$ cat config.mk
export PLATFORM = sky130hd
export DESIGN_NAME = craps_engine_p
export DESIGN_NICKNAME = d
export VERILOG_FILES = /design/src/rtl/craps_pkg.sv /design/src/rtl/die_counter.sv /design/src/rtl/craps_engine_p.sv
export SDC_FILE = /design/constraint.sdc
export NUM_CORES = 1
export LEC_CHECK = 0
export ABC_AREA = 0
export ABC_CLOCK_PERIOD_IN_PS = 3000
export CAP_MARGIN = 20
export CORE_ASPECT_RATIO = 1.1
export CORE_MARGIN = 5
export CORE_UTILIZATION = 35
export DETAILED_ROUTE_END_ITERATION = 7
export GPL_ROUTABILITY_DRIVEN = 0
export GPL_TIMING_DRIVEN = 0
export MAX_ROUTING_LAYER = met4
export SLEW_MARGIN = 30
export SYNTH_ARGS = -nofsm -noshare
export SYNTH_HDL_FRONTEND = slang
export SYNTH_SLANG_ARGS = --single-unit
export TNS_END_PERCENT = 30
$ cat constraint.sdc
create_clock -name CLK -period 3 [get_ports CLK]
set_input_delay 0.6 -clock CLK [delete_from_list [all_inputs] [get_ports CLK]]
set_output_delay 0.6 -clock CLK [all_outputs]
set_load 0.05 [all_outputs]
$ cat src/rtl/craps_pkg.sv
// Shared types for the craps engine: FSM state encoding and the come-out
// lose-sum test used when evaluating the first roll of a game.
package craps_pkg;

  typedef enum logic [2:0] {
    COME_OUT = 3'd0,
    EVAL_CO  = 3'd1,
    POINT    = 3'd2,
    EVAL_PT  = 3'd3,
    WIN      = 3'd4,
    LOSE     = 3'd5
  } state_t;

  // Craps on the come-out roll: 2, 3, or the highest possible sum.
  function automatic logic is_craps(input logic [4:0] sum, input logic [4:0] faces);
    return (sum == 5'd2) || (sum == 5'd3) || ({1'b0, sum} == {faces, 1'b0});
  endfunction

endpackage

$ cat src/rtl/die_counter.sv
// Free-running die face counter, 1..FACES upward (DIR=1) or FACES..1 downward
// (DIR=0); it steps every cycle so a button press samples a pseudo-random face.
module die_counter #(
  parameter int FACES = 6,
  parameter bit DIR   = 1'b1,
  localparam int DIE_W = $clog2(FACES + 1)
) (
  input  logic             CLK,
  input  logic             reset,
  output logic [DIE_W-1:0] value
);

  localparam logic [DIE_W-1:0] TOP   = DIE_W'(FACES);
  localparam logic [DIE_W-1:0] ONE   = DIE_W'(1);
  localparam logic [DIE_W-1:0] START = DIR ? ONE : TOP;

  logic [DIE_W-1:0] r_value;

  always_ff @(posedge CLK or posedge reset) begin
    if (reset) begin
      r_value <= START;
    end else if (DIR) begin
      r_value <= (r_value == TOP) ? ONE : r_value + ONE;
    end else begin
      r_value <= (r_value == ONE) ? TOP : r_value - ONE;
    end
  end

  assign value = r_value;

endmodule

$ cat src/rtl/craps_engine_p.sv
// Two-die craps controller: edge-detected roll buttons capture die faces, then
// a one-cycle evaluation applies come-out or point rules with an optional roll limit.
module craps_engine_p
  import craps_pkg::*;
#(
  parameter int FACES        = 6,
  parameter int NATURAL      = 7,
  parameter int YO           = 11,
  parameter int MAX_PT_ROLLS = 0,
  localparam int DIE_W = $clog2(FACES + 1),
  localparam int SUM_W = $clog2(2 * FACES + 1),
  localparam int CNT_W = 8
) (
  input  logic             CLK,
  input  logic             reset,
  input  logic             Rb1,
  input  logic             Rb2,
  input  logic             play_again,
  output logic [DIE_W-1:0] DiceOut1,
  output logic [DIE_W-1:0] DiceOut2,
  output logic [SUM_W-1:0] point,
  output logic [CNT_W-1:0] roll_cnt,
  output logic             Roll,
  output logic             Win,
  output logic             Lose
);

  state_t           r_state, w_next;
  logic [DIE_W-1:0] w_die1, w_die2;
  logic [DIE_W-1:0] r_dice1, r_dice2;
  logic [SUM_W-1:0] r_point, w_sum;
  logic [CNT_W-1:0] r_roll_cnt, r_pt_rolls;
  logic             r_rb1_q, r_rb2_q, r_got1, r_got2;
  logic             r_roll, r_win, r_lose;
  logic             w_roll_n, w_win_n, w_lose_n;
  logic             w_rolling, w_press1, w_press2, w_cap1, w_cap2, w_both, w_restart;

  die_counter #(.FACES(FACES), .DIR(1'b1)) u_die1 (.CLK(CLK), .reset(reset), .value(w_die1));
  die_counter #(.FACES(FACES), .DIR(1'b0)) u_die2 (.CLK(CLK), .reset(reset), .value(w_die2));

  // A roll completes on the cycle the second die is captured (or both at once).
  assign w_rolling = (r_state == COME_OUT) || (r_state == POINT);
  assign w_press1  = Rb1 & ~r_rb1_q;
  assign w_press2  = Rb2 & ~r_rb2_q;
  assign w_cap1    = w_rolling & w_press1 & ~r_got1;
  assign w_cap2    = w_rolling & w_press2 & ~r_got2;
  assign w_both    = w_rolling & (r_got1 | w_press1) & (r_got2 | w_press2);
  assign w_restart = ((r_state == WIN) || (r_state == LOSE)) & play_again;
  assign w_sum     = SUM_W'(r_dice1) + SUM_W'(r_dice2);

  always_ff @(posedge CLK or posedge reset) begin
    if (reset) begin
      r_state <= COME_OUT;
      r_roll  <= 1'b1;
      r_win   <= 1'b0;
      r_lose  <= 1'b0;
    end else begin
      r_state <= w_next;
      r_roll  <= w_roll_n;
      r_win   <= w_win_n;
      r_lose  <= w_lose_n;
    end
  end

  always_comb begin
    w_next = r_state;
    case (r_state)
      COME_OUT: if (w_both) w_next = EVAL_CO;
      POINT:    if (w_both) w_next = EVAL_PT;
      // Win test first so a YO that equals a craps sum still wins.
      EVAL_CO: begin
        if ((w_sum == SUM_W'(NATURAL)) || (w_sum == SUM_W'(YO))) w_next = WIN;
        else if (is_craps(5'(w_sum), 5'(FACES)))                 w_next = LOSE;
        else                                                     w_next = POINT;
      end
      EVAL_PT: begin
        if (w_sum == r_point)                 w_next = WIN;
        else if (w_sum == SUM_W'(NATURAL))    w_next = LOSE;
        else if ((MAX_PT_ROLLS != 0) && (r_pt_rolls == CNT_W'(MAX_PT_ROLLS)))
                                              w_next = LOSE;
        else                                  w_next = POINT;
      end
      WIN, LOSE: if (play_again) w_next = COME_OUT;
      default:   w_next = COME_OUT;
    endcase
  end

  always_comb begin
    w_roll_n = (w_next == COME_OUT) || (w_next == POINT);
    w_win_n  = (w_next == WIN);
    w_lose_n = (w_next == LOSE);
  end

  always_ff @(posedge CLK or posedge reset) begin
    if (reset) begin
      r_rb1_q    <= 1'b0;
      r_rb2_q    <= 1'b0;
      r_got1     <= 1'b0;
      r_got2     <= 1'b0;
      r_dice1    <= '0;
      r_dice2    <= '0;
      r_point    <= '0;
      r_roll_cnt <= '0;
      r_pt_rolls <= '0;
    end else if (w_restart) begin
      r_rb1_q    <= 1'b0;
      r_rb2_q    <= 1'b0;
      r_got1     <= 1'b0;
      r_got2     <= 1'b0;
      r_dice1    <= '0;
      r_dice2    <= '0;
      r_point    <= '0;
      r_roll_cnt <= '0;
      r_pt_rolls <= '0;
    end else begin
      r_rb1_q <= Rb1;
      r_rb2_q <= Rb2;
      if (w_cap1) r_dice1 <= w_die1;
      if (w_cap2) r_dice2 <= w_die2;
      if (w_both) begin
        r_got1 <= 1'b0;
        r_got2 <= 1'b0;
        if (r_roll_cnt != '1) r_roll_cnt <= r_roll_cnt + 1'b1;
        if ((r_state == POINT) && (r_pt_rolls != '1)) r_pt_rolls <= r_pt_rolls + 1'b1;
      end else begin
        if (w_cap1) r_got1 <= 1'b1;
        if (w_cap2) r_got2 <= 1'b1;
      end
      if ((r_state == EVAL_CO) && (w_next == POINT)) begin
        r_point    <= w_sum;
        r_pt_rolls <= '0;
      end
    end
  end

  assign DiceOut1 = r_dice1;
  assign DiceOut2 = r_dice2;
  assign point    = r_point;
  assign roll_cnt = r_roll_cnt;
  assign Roll     = r_roll;
  assign Win      = r_win;
  assign Lose     = r_lose;

endmodule

==> summary.md, run 1 <==
| Metric | Value |
|---|---|
| Fin crit period | `2500 ps` |
| Period utilisation layout | `a little over four fifths` |
| Power per cell area | `1100 nW/um^2` |
| Sw Ratio | `roughly 47%` |
| Met3 Use GR | `roughly 2.5%` |
| Largest net degree at the start of global routing | `35` |
| Synth Area in Simple Gates | `about 23%` |
| Fill cells | `508` |
| DRT Pass-1 Iters | `4` |
| Synth cell types | `between 40 and 50` |
| DIE HEIGHT | `85.3 microns` |
| WL/cell | `~14 microns` |
| Combinational fraction of design power | `between 50% and 60%` |
| Worst path bufs/invs | `0` |
| Top delay family on crit path | `adder cells` |
| GRT busiest layer | `met2` |
| Sequential share of the synthesized area | `between 40% and 50%` |
| Sequential Power Share | `29.4%` |
| Critical Path RT | `3150 ps` |
| Worst EP arrival | `2640 ps` |
| Sw Pwr | `1.15 mW` |
| ANT nets after route | `0` |
| Diodes inserted | `0` |
| Initial core utilization | `between 30% and 40%` |
| Core Area | `5000 sq um` |
| CTS Buffer Depth | `2` |
| Clock network fraction of total power | `14.4%` |
| Slew @ Worst Pin | `approximately 700 ps` |
| Xor and xnor area share after synthesis | `around 5.2%` |
| Worst-path cell chain | `ha_1, fa_1, xnor2_1, a2111oi_2, nor3_2, nand2_2, mux2i_1` |
| DPL Wire Length | `2.68 mm` |
| Die ar. | `6690 sq um` |
| Relative slew slack | `53.1%` |
| Worst-path clk slew | `70 ps` |
| Chip Width | `between 70 and 80 microns` |
| Total gr overflow | `0` |
| Pwr Total | `2.44 mW` |
| Warnings from Yosys | `0` |
| TritonCTS clock tree | `built` |
| First-pass GRT wire length | `between 6 and 7 mm` |
| GR Layer Usage met1 | `about 15%` |
| Vias | `1337` |
| Post-CTS setup buffers | `0` |
| Tot GR Track Use | `12.4%` |
| Top_reg_cell synth | `dfrtp_1` |
| Syn Inst Count | `180` |
| Finish-stage setup viols | `0` |
| Register bit total from synthesis | `34` |
| Slowest CP cell | `fa_1` |
| CTS Buf Count | `5` |
| Tightest Hold Check Type | `reg2reg` |
| EDFF count, synth | `0` |
| I/O pin total | `26` |
| CP Launch Type | `flop` |
| Post-Route WL | `approximately 3.7 mm` |
| Max VDD drop | `0.000382 V` |
| Pre-CTS setup slack | `522 ps` |
| Worst setup path class | `reg2reg` |
| Synth Area in Compound Gates | `roughly 13%` |
| TNS Setup | `0 ps` |
| Clock root buffer master | `clkbuf_8` |
| LEAKAGE | `about 0.99 nW` |
| Multi-input gate area in the final layout | `around 900 sq um` |
| RSZ-0062 raised after global routing | `false` |
| Via/cell ratio | `roughly 4.9` |
| Main combinational cell family by area after synthesis | `simple AND/OR/NAND/NOR gates` |
| Starting DRT DRC Count | `58` |
| Mapped Area | `about 1800 sq um` |
| Syn Nets | `roughly 190` |
| M2 GR Usage | `approximately 21%` |
| Final Util | `between 40% and 50%` |
| # resized after CTS | `0` |
| Clock Skew | `5.05 ps` |
| Asr flop ratio synth | `between 90% and 100%` |
| Mux cell area share after synthesis | `3.33%` |
| Max_cap viols | `0` |
| Final nets | `about 220` |
| Adder-cell share of the synthesized area | `roughly 5.3%` |
| Status | `finished, final reports clean` |
| # port buffers | `25` |
| Hold_buf cts | `0` |
| Vias in the first global route | `between 1000 and 1500` |
| H-tree depth | `2` |
| Max incr delay on CP | `480 ps` |
| Mean Syn Cell Area | `~10 sq um` |
| DRC | `0` |
| Hold Fails Final Rpt | `0` |
| R2r setup slk | `about 500 ps` |
| Initial antenna violation count | `0` |
| Int Power | `1.29 mW` |
| Area grow syn2layout | `23.0%` |
| Crit. End Element | `flop` |
| Row count | `27` |
| Crit path max fanout | `6` |
| Final setup margin | `503 ps` |
| Worst skew pair latency | `between 200 and 300 ps` |
| Final Max Slew Viols | `0` |
| Seq. cell area | `856 sq um` |
| CTS sink count | `34` |
| Smallest hold slack | `just under 500 ps` |
| Fmax | `about 0.40 GHz` |
| Share of post-route cells with drive strength above 1 | `11.7%` |
worst paths after layout:
kind	from	end	depth (start not counted)
setup / recovery	DiceOut1[0]$_DFFE_PP0P_	point[2]$_DFFE_PP0P_	7
hold / removal	u_die1.value[2]$_DFF_PP0_	DiceOut1[2]$_DFFE_PP0P_	2
setup reg to reg	DiceOut1[0]$_DFFE_PP0P_	point[2]$_DFFE_PP0P_	7
hold reg to reg	u_die1.value[2]$_DFF_PP0_	DiceOut1[2]$_DFFE_PP0P_	2
max in group asynchronous	reset	r_got2$_DFFE_PP0P_	2
min in group asynchronous	reset	Win$_DFF_PP0_	2
Yosys cell counts (2+ instances only):
cell type | number | share of area [%]
nor2b_1 | 3 | 1.0
inv_1 | 11 | 2.3
nand4_1 | 3 | 1.0
nor3b_1 | 2 | 0.83
a2111oi_2 | 2 | 1.7
xor2_1 | 2 | 0.97
o21a_1 | 2 | 0.83
and3_1 | 2 | 0.69
a21oi_1 | 8 | 2.2
dfstp_2 | 4 | 5.8
nor3_1 | 5 | 1.4
clkbuf_1 | 2 | 0.42
o21ai_0 | 12 | 3.3
nor4_1 | 3 | 1.0
ha_1 | 6 | 4.2
nor2_1 | 14 | 2.9
xnor2_1 | 6 | 2.9
nand2_1 | 27 | 5.6
nand3_1 | 5 | 1.4
nand2b_1 | 2 | 0.69
nand3b_1 | 2 | 0.83
and2_1 | 3 | 1.0
dfrtp_1 | 30 | 42
mux2i_1 | 6 | 3.3
power by group through the flow:
stage	Combinational (mW)	Clock (mW)	Sequential (mW)
finish	1.37	0.351	0.717
global route	1.48	0.385	0.740
CTS	1.38	0.367	0.719
detailed placement	1.38	0	0.727
global placement	1.36	0	0.725
floorplan	0.728	0	1.02
final cells by class:
type,instances,area share (%)
Buffer,3,0.677
Inverter,11,1.86
Multi-Input combinational cell,132,40.2
Timing Repair Buffer,25,11.3
Tap cell,58,3.27
Clock buffer,7,3.89
Sequential cell,34,38.6
Clock inverter,1,0.226
logic make-up after synthesis:
family / after synthesis
buffers and inverters: 14
AO/OA/AOI/OAI: 31
AND/OR/NAND/NOR: 79
adder cells (fa/ha/maj): 7
multiplexers: 6
XOR/XNOR: 9
flip-flops: 34
worst reg2reg max path, stage by stage, from the launching register on:
cell and delay, ps:
dfrtp_1 420, ha_1 250, fa_1 480, xnor2_1 410, a2111oi_2 120, nor3_2 340
nand2_2 180, mux2i_1 160
layer usage:
metal,vias to the layer above,wire (microns)
met3,7,87
met2,14,1850
li1,686,-
met5,-,0
met1,630,1700
met4,0,70
flip-flops by register name (all words and copies together), names as in the netlist:
name          flops
r_got1            1
DiceOut1          3
roll_cnt          8
point             4
r_rb1_q           1
r_state           3
u_die2.value      3
u_die1.value      3
r_rb2_q           1
Roll              1
DiceOut2          3
Win               1
r_got2            1
Lose              1
per-stage QoR:
step | cells | instance area (sq um)
after detailed placement | 263 | 2130
after floorplan | 180 | 1800
after CTS | 271 | 2220
final | 271 | 2220
after global placement | 263 | 2130
after global routing | 271 | 2220
layout by cell type (no fill, tap or decap), types with 2 or more instances in the layout:
cell / instances
xor2_1: 2
nand3_1: 5
a21oi_1: 8
clkbuf_8: 6
xnor2_1: 6
a2111oi_2: 2
nor2_1: 14
nor3_1: 5
and2_1: 3
nor4_1: 3
clkbuf_1: 3
nor3b_1: 2
inv_1: 10
nand4_1: 3
nor2b_1: 3
clkdlybuf4s50_1: 25
nand2_1: 27
o21a_1: 2
o21ai_0: 12
dfstp_2: 4
ha_1: 6
dfrtp_1: 30
nand3b_1: 2
mux2i_1: 6
and3_1: 2
nand2b_1: 2
Note: power is estimated with default switching activity, not from simulation.
==> run 2: changes to the inputs <==
Settings changed: ABC_CLOCK_PERIOD_IN_PS 3000 to 2130.
Clock period 3 ns to 2.13 ns, I/O delays scaled along.
==> summary.md, run 2 (same netlist as run 1, synthesis figures left out) <==
| Metric | Value |
|---|---|
| Status | `finished, violations left` |
| Failing checks | `negative setup slack` |
| Final Max Slew Viols | `0` |
| Initial antenna violation count | `0` |
| Hold Fails Final Rpt | `0` |
| Tightest Hold Check Type | `reg2reg` |
| Vias in the first global route | `1365` |
| LEAKAGE | `a little under 1 nW` |
| # port buffers | `25` |
| Clock Skew | `~8.6 ps` |
| CP Launch Type | `flop` |
| Crit path from | `DiceOut2[0]$_DFFE_PP0P_` |
| Fmax | `about 0.46 GHz` |
| Vias | `1388` |
| Final nets | `approximately 230` |
| FF-to-FF path depth | `7` |
| CP endpoint | `Lose$_DFF_PP0_` |
| DRC | `0` |
| Clock root buffer master | `clkbuf_8` |
| Via/cell ratio | `around 5.1` |
| I/O pin total | `26` |
| Hold_buf cts | `0` |
| Final setup margin | `-25.0 ps` |
| Critical R2R Capture | `Lose$_DFF_PP0_` |
| Max FFs per register | `8` |
| Max VDD drop | `between 0.0005 and 0.0006 V` |
| Fill cells | `507` |
| Smallest hold slack | `492 ps` |
| Met3 Use GR | `2.55%` |
| Largest net degree at the start of global routing | `35` |
| Starting DRT DRC Count | `66` |
| Worst flop-to-flop path startpoint | `DiceOut2[0]$_DFFE_PP0P_` |
| GR Layer Usage met1 | `14.0%` |
| Diodes inserted | `0` |
| CTS Buf Count | `5` |
| First-pass GRT wire length | `6.28 mm` |
| Worst skew pair latency | `280 ps` |
| CTS Buffer Depth | `2` |
| Pre-CTS setup slack | `-106 ps` |
| GRT busiest layer | `met2` |
| Crit path max fanout | `4` |
| Die ar. | `~6700 sq um` |
| Fin crit period | `2150 ps` |
| CTS sink count | `34` |
| Crit. End Element | `flop` |
| Relative slew slack | `~53%` |
| ANT nets after route | `0` |
| Share of post-route cells with drive strength above 1 | `between 10% and 20%` |
| DPL Wire Length | `about 2.8 mm` |
| Total gr overflow | `0` |
| Final Util | `45.9%` |
| Power per cell area | `between 1500 and 2000 nW/um^2` |
| Finish-stage setup viols | `6` |
| DRT Pass-1 Iters | `4` |
| Period utilisation layout | `101%` |
| Worst EP arrival | `between 2000 and 2500 ps` |
| WL/cell | `between 10 and 15 microns` |
| Tot GR Track Use | `12.2%` |
| DIE HEIGHT | `about 85 microns` |
| Chip Width | `a little under 80 microns` |
| Worst setup path class | `reg2reg` |
| Max_cap viols | `0` |
| RSZ-0062 raised after global routing | `true` |
| Critical Path RT | `around 2300 ps` |
| TNS Setup | `-91.9 ps` |
| Seq. cell area | `roughly 860 sq um` |
| Initial core utilization | `36.1%` |
| Slew @ Worst Pin | `700 ps` |
| Multi-input gate area in the final layout | `between 900 and 1000 sq um` |
| R2r setup slk | `-20 ps` |
| Post-Route WL | `around 3.7 mm` |
| H-tree depth | `2` |
| Area grow syn2layout | `27.2%` |
| Row count | `27` |
| Commonest non-fill, non-tap cell in the layout | `nand2_1` |
| Most frequent cells in the layout | `nand2_1, clkdlybuf4s50_1, dfrtp_1` |
| Core Area | `5000 sq um` |
| TritonCTS clock tree | `built` |
| M2 GR Usage | `20.5%` |
| Worst-path clk slew | `around 60 ps` |
## run 2: worst min-delay path by stage
| stage | from | to | slack, ps | cells past startpoint |
|---|---|---|---|---|
| finish | u_die1.value[0]$_DFF_PP1_ | u_die1.value[0]$_DFF_PP1_ | 490 | 1 |
| detailed placement | u_die1.value[0]$_DFF_PP1_ | u_die1.value[0]$_DFF_PP1_ | 480 | 1 |
| CTS | u_die1.value[0]$_DFF_PP1_ | u_die1.value[0]$_DFF_PP1_ | 490 | 1 |
| global placement | u_die1.value[0]$_DFF_PP1_ | u_die1.value[0]$_DFF_PP1_ | 470 | 1 |
| global route | u_die1.value[2]$_DFF_PP0_ | DiceOut1[2]$_DFFE_PP0P_ | 510 | 2 |
| floorplan | u_die1.value[2]$_DFF_PP0_ | DiceOut1[2]$_DFFE_PP0P_ | 450 | 2 |
## run 2: per-stage QoR
step / area, sq um / total power [mW] / cells
after floorplan: 1860 / 2.62 / 180
final: 2290 / 3.66 / 273
after global placement: 2190 / 3.12 / 263
after CTS: 2290 / 3.71 / 273
after global routing: 2290 / 3.90 / 273
after detailed placement: 2190 / 3.15 / 263
## run 2: layout make-up
type                            instances  share of cell area, %
Clock buffer                            8                   3.93
Multi-Input combinational cell        132                   41.1
Sequential cell                        34                   37.6
Timing Repair Buffer                   27                   11.6
Buffer                                  3                  0.818
Tap cell                               58                   3.16
Inverter                               11                   1.80
## run 2: worst max-delay path, cell delays in order, from the launching register on
cell	delay [ps]
dfrtp_2	440
ha_4	180
fa_2	410
xor3_1	240
nor4_1	250
nand3b_1	160
nand4_2	160
and2_1	200
## run 2: report_power, final
group	internal, mW	switching [mW]
Clock	0.264	0.220
Combinational	0.876	1.27
Sequential	0.833	0.199
Total	1.97	1.69
## run 2: timing repair
item | 4_1_cts | 5_1_grt
resized for setup | 1 | 0
endpoints found under the setup margin | 7 | 9
pin swaps | 2 | 0
setup buffers | 2 | 0
## run 2: metal layers
layer | up-vias | share of wire (%) | wire length [microns]
met5 | - | 0 | 0
met4 | 0 | 1.7 | 61
met3 | 5 | 3.5 | 128
met2 | 23 | 51 | 1890
met1 | 668 | 44 | 1610
li1 | 692 | - | -
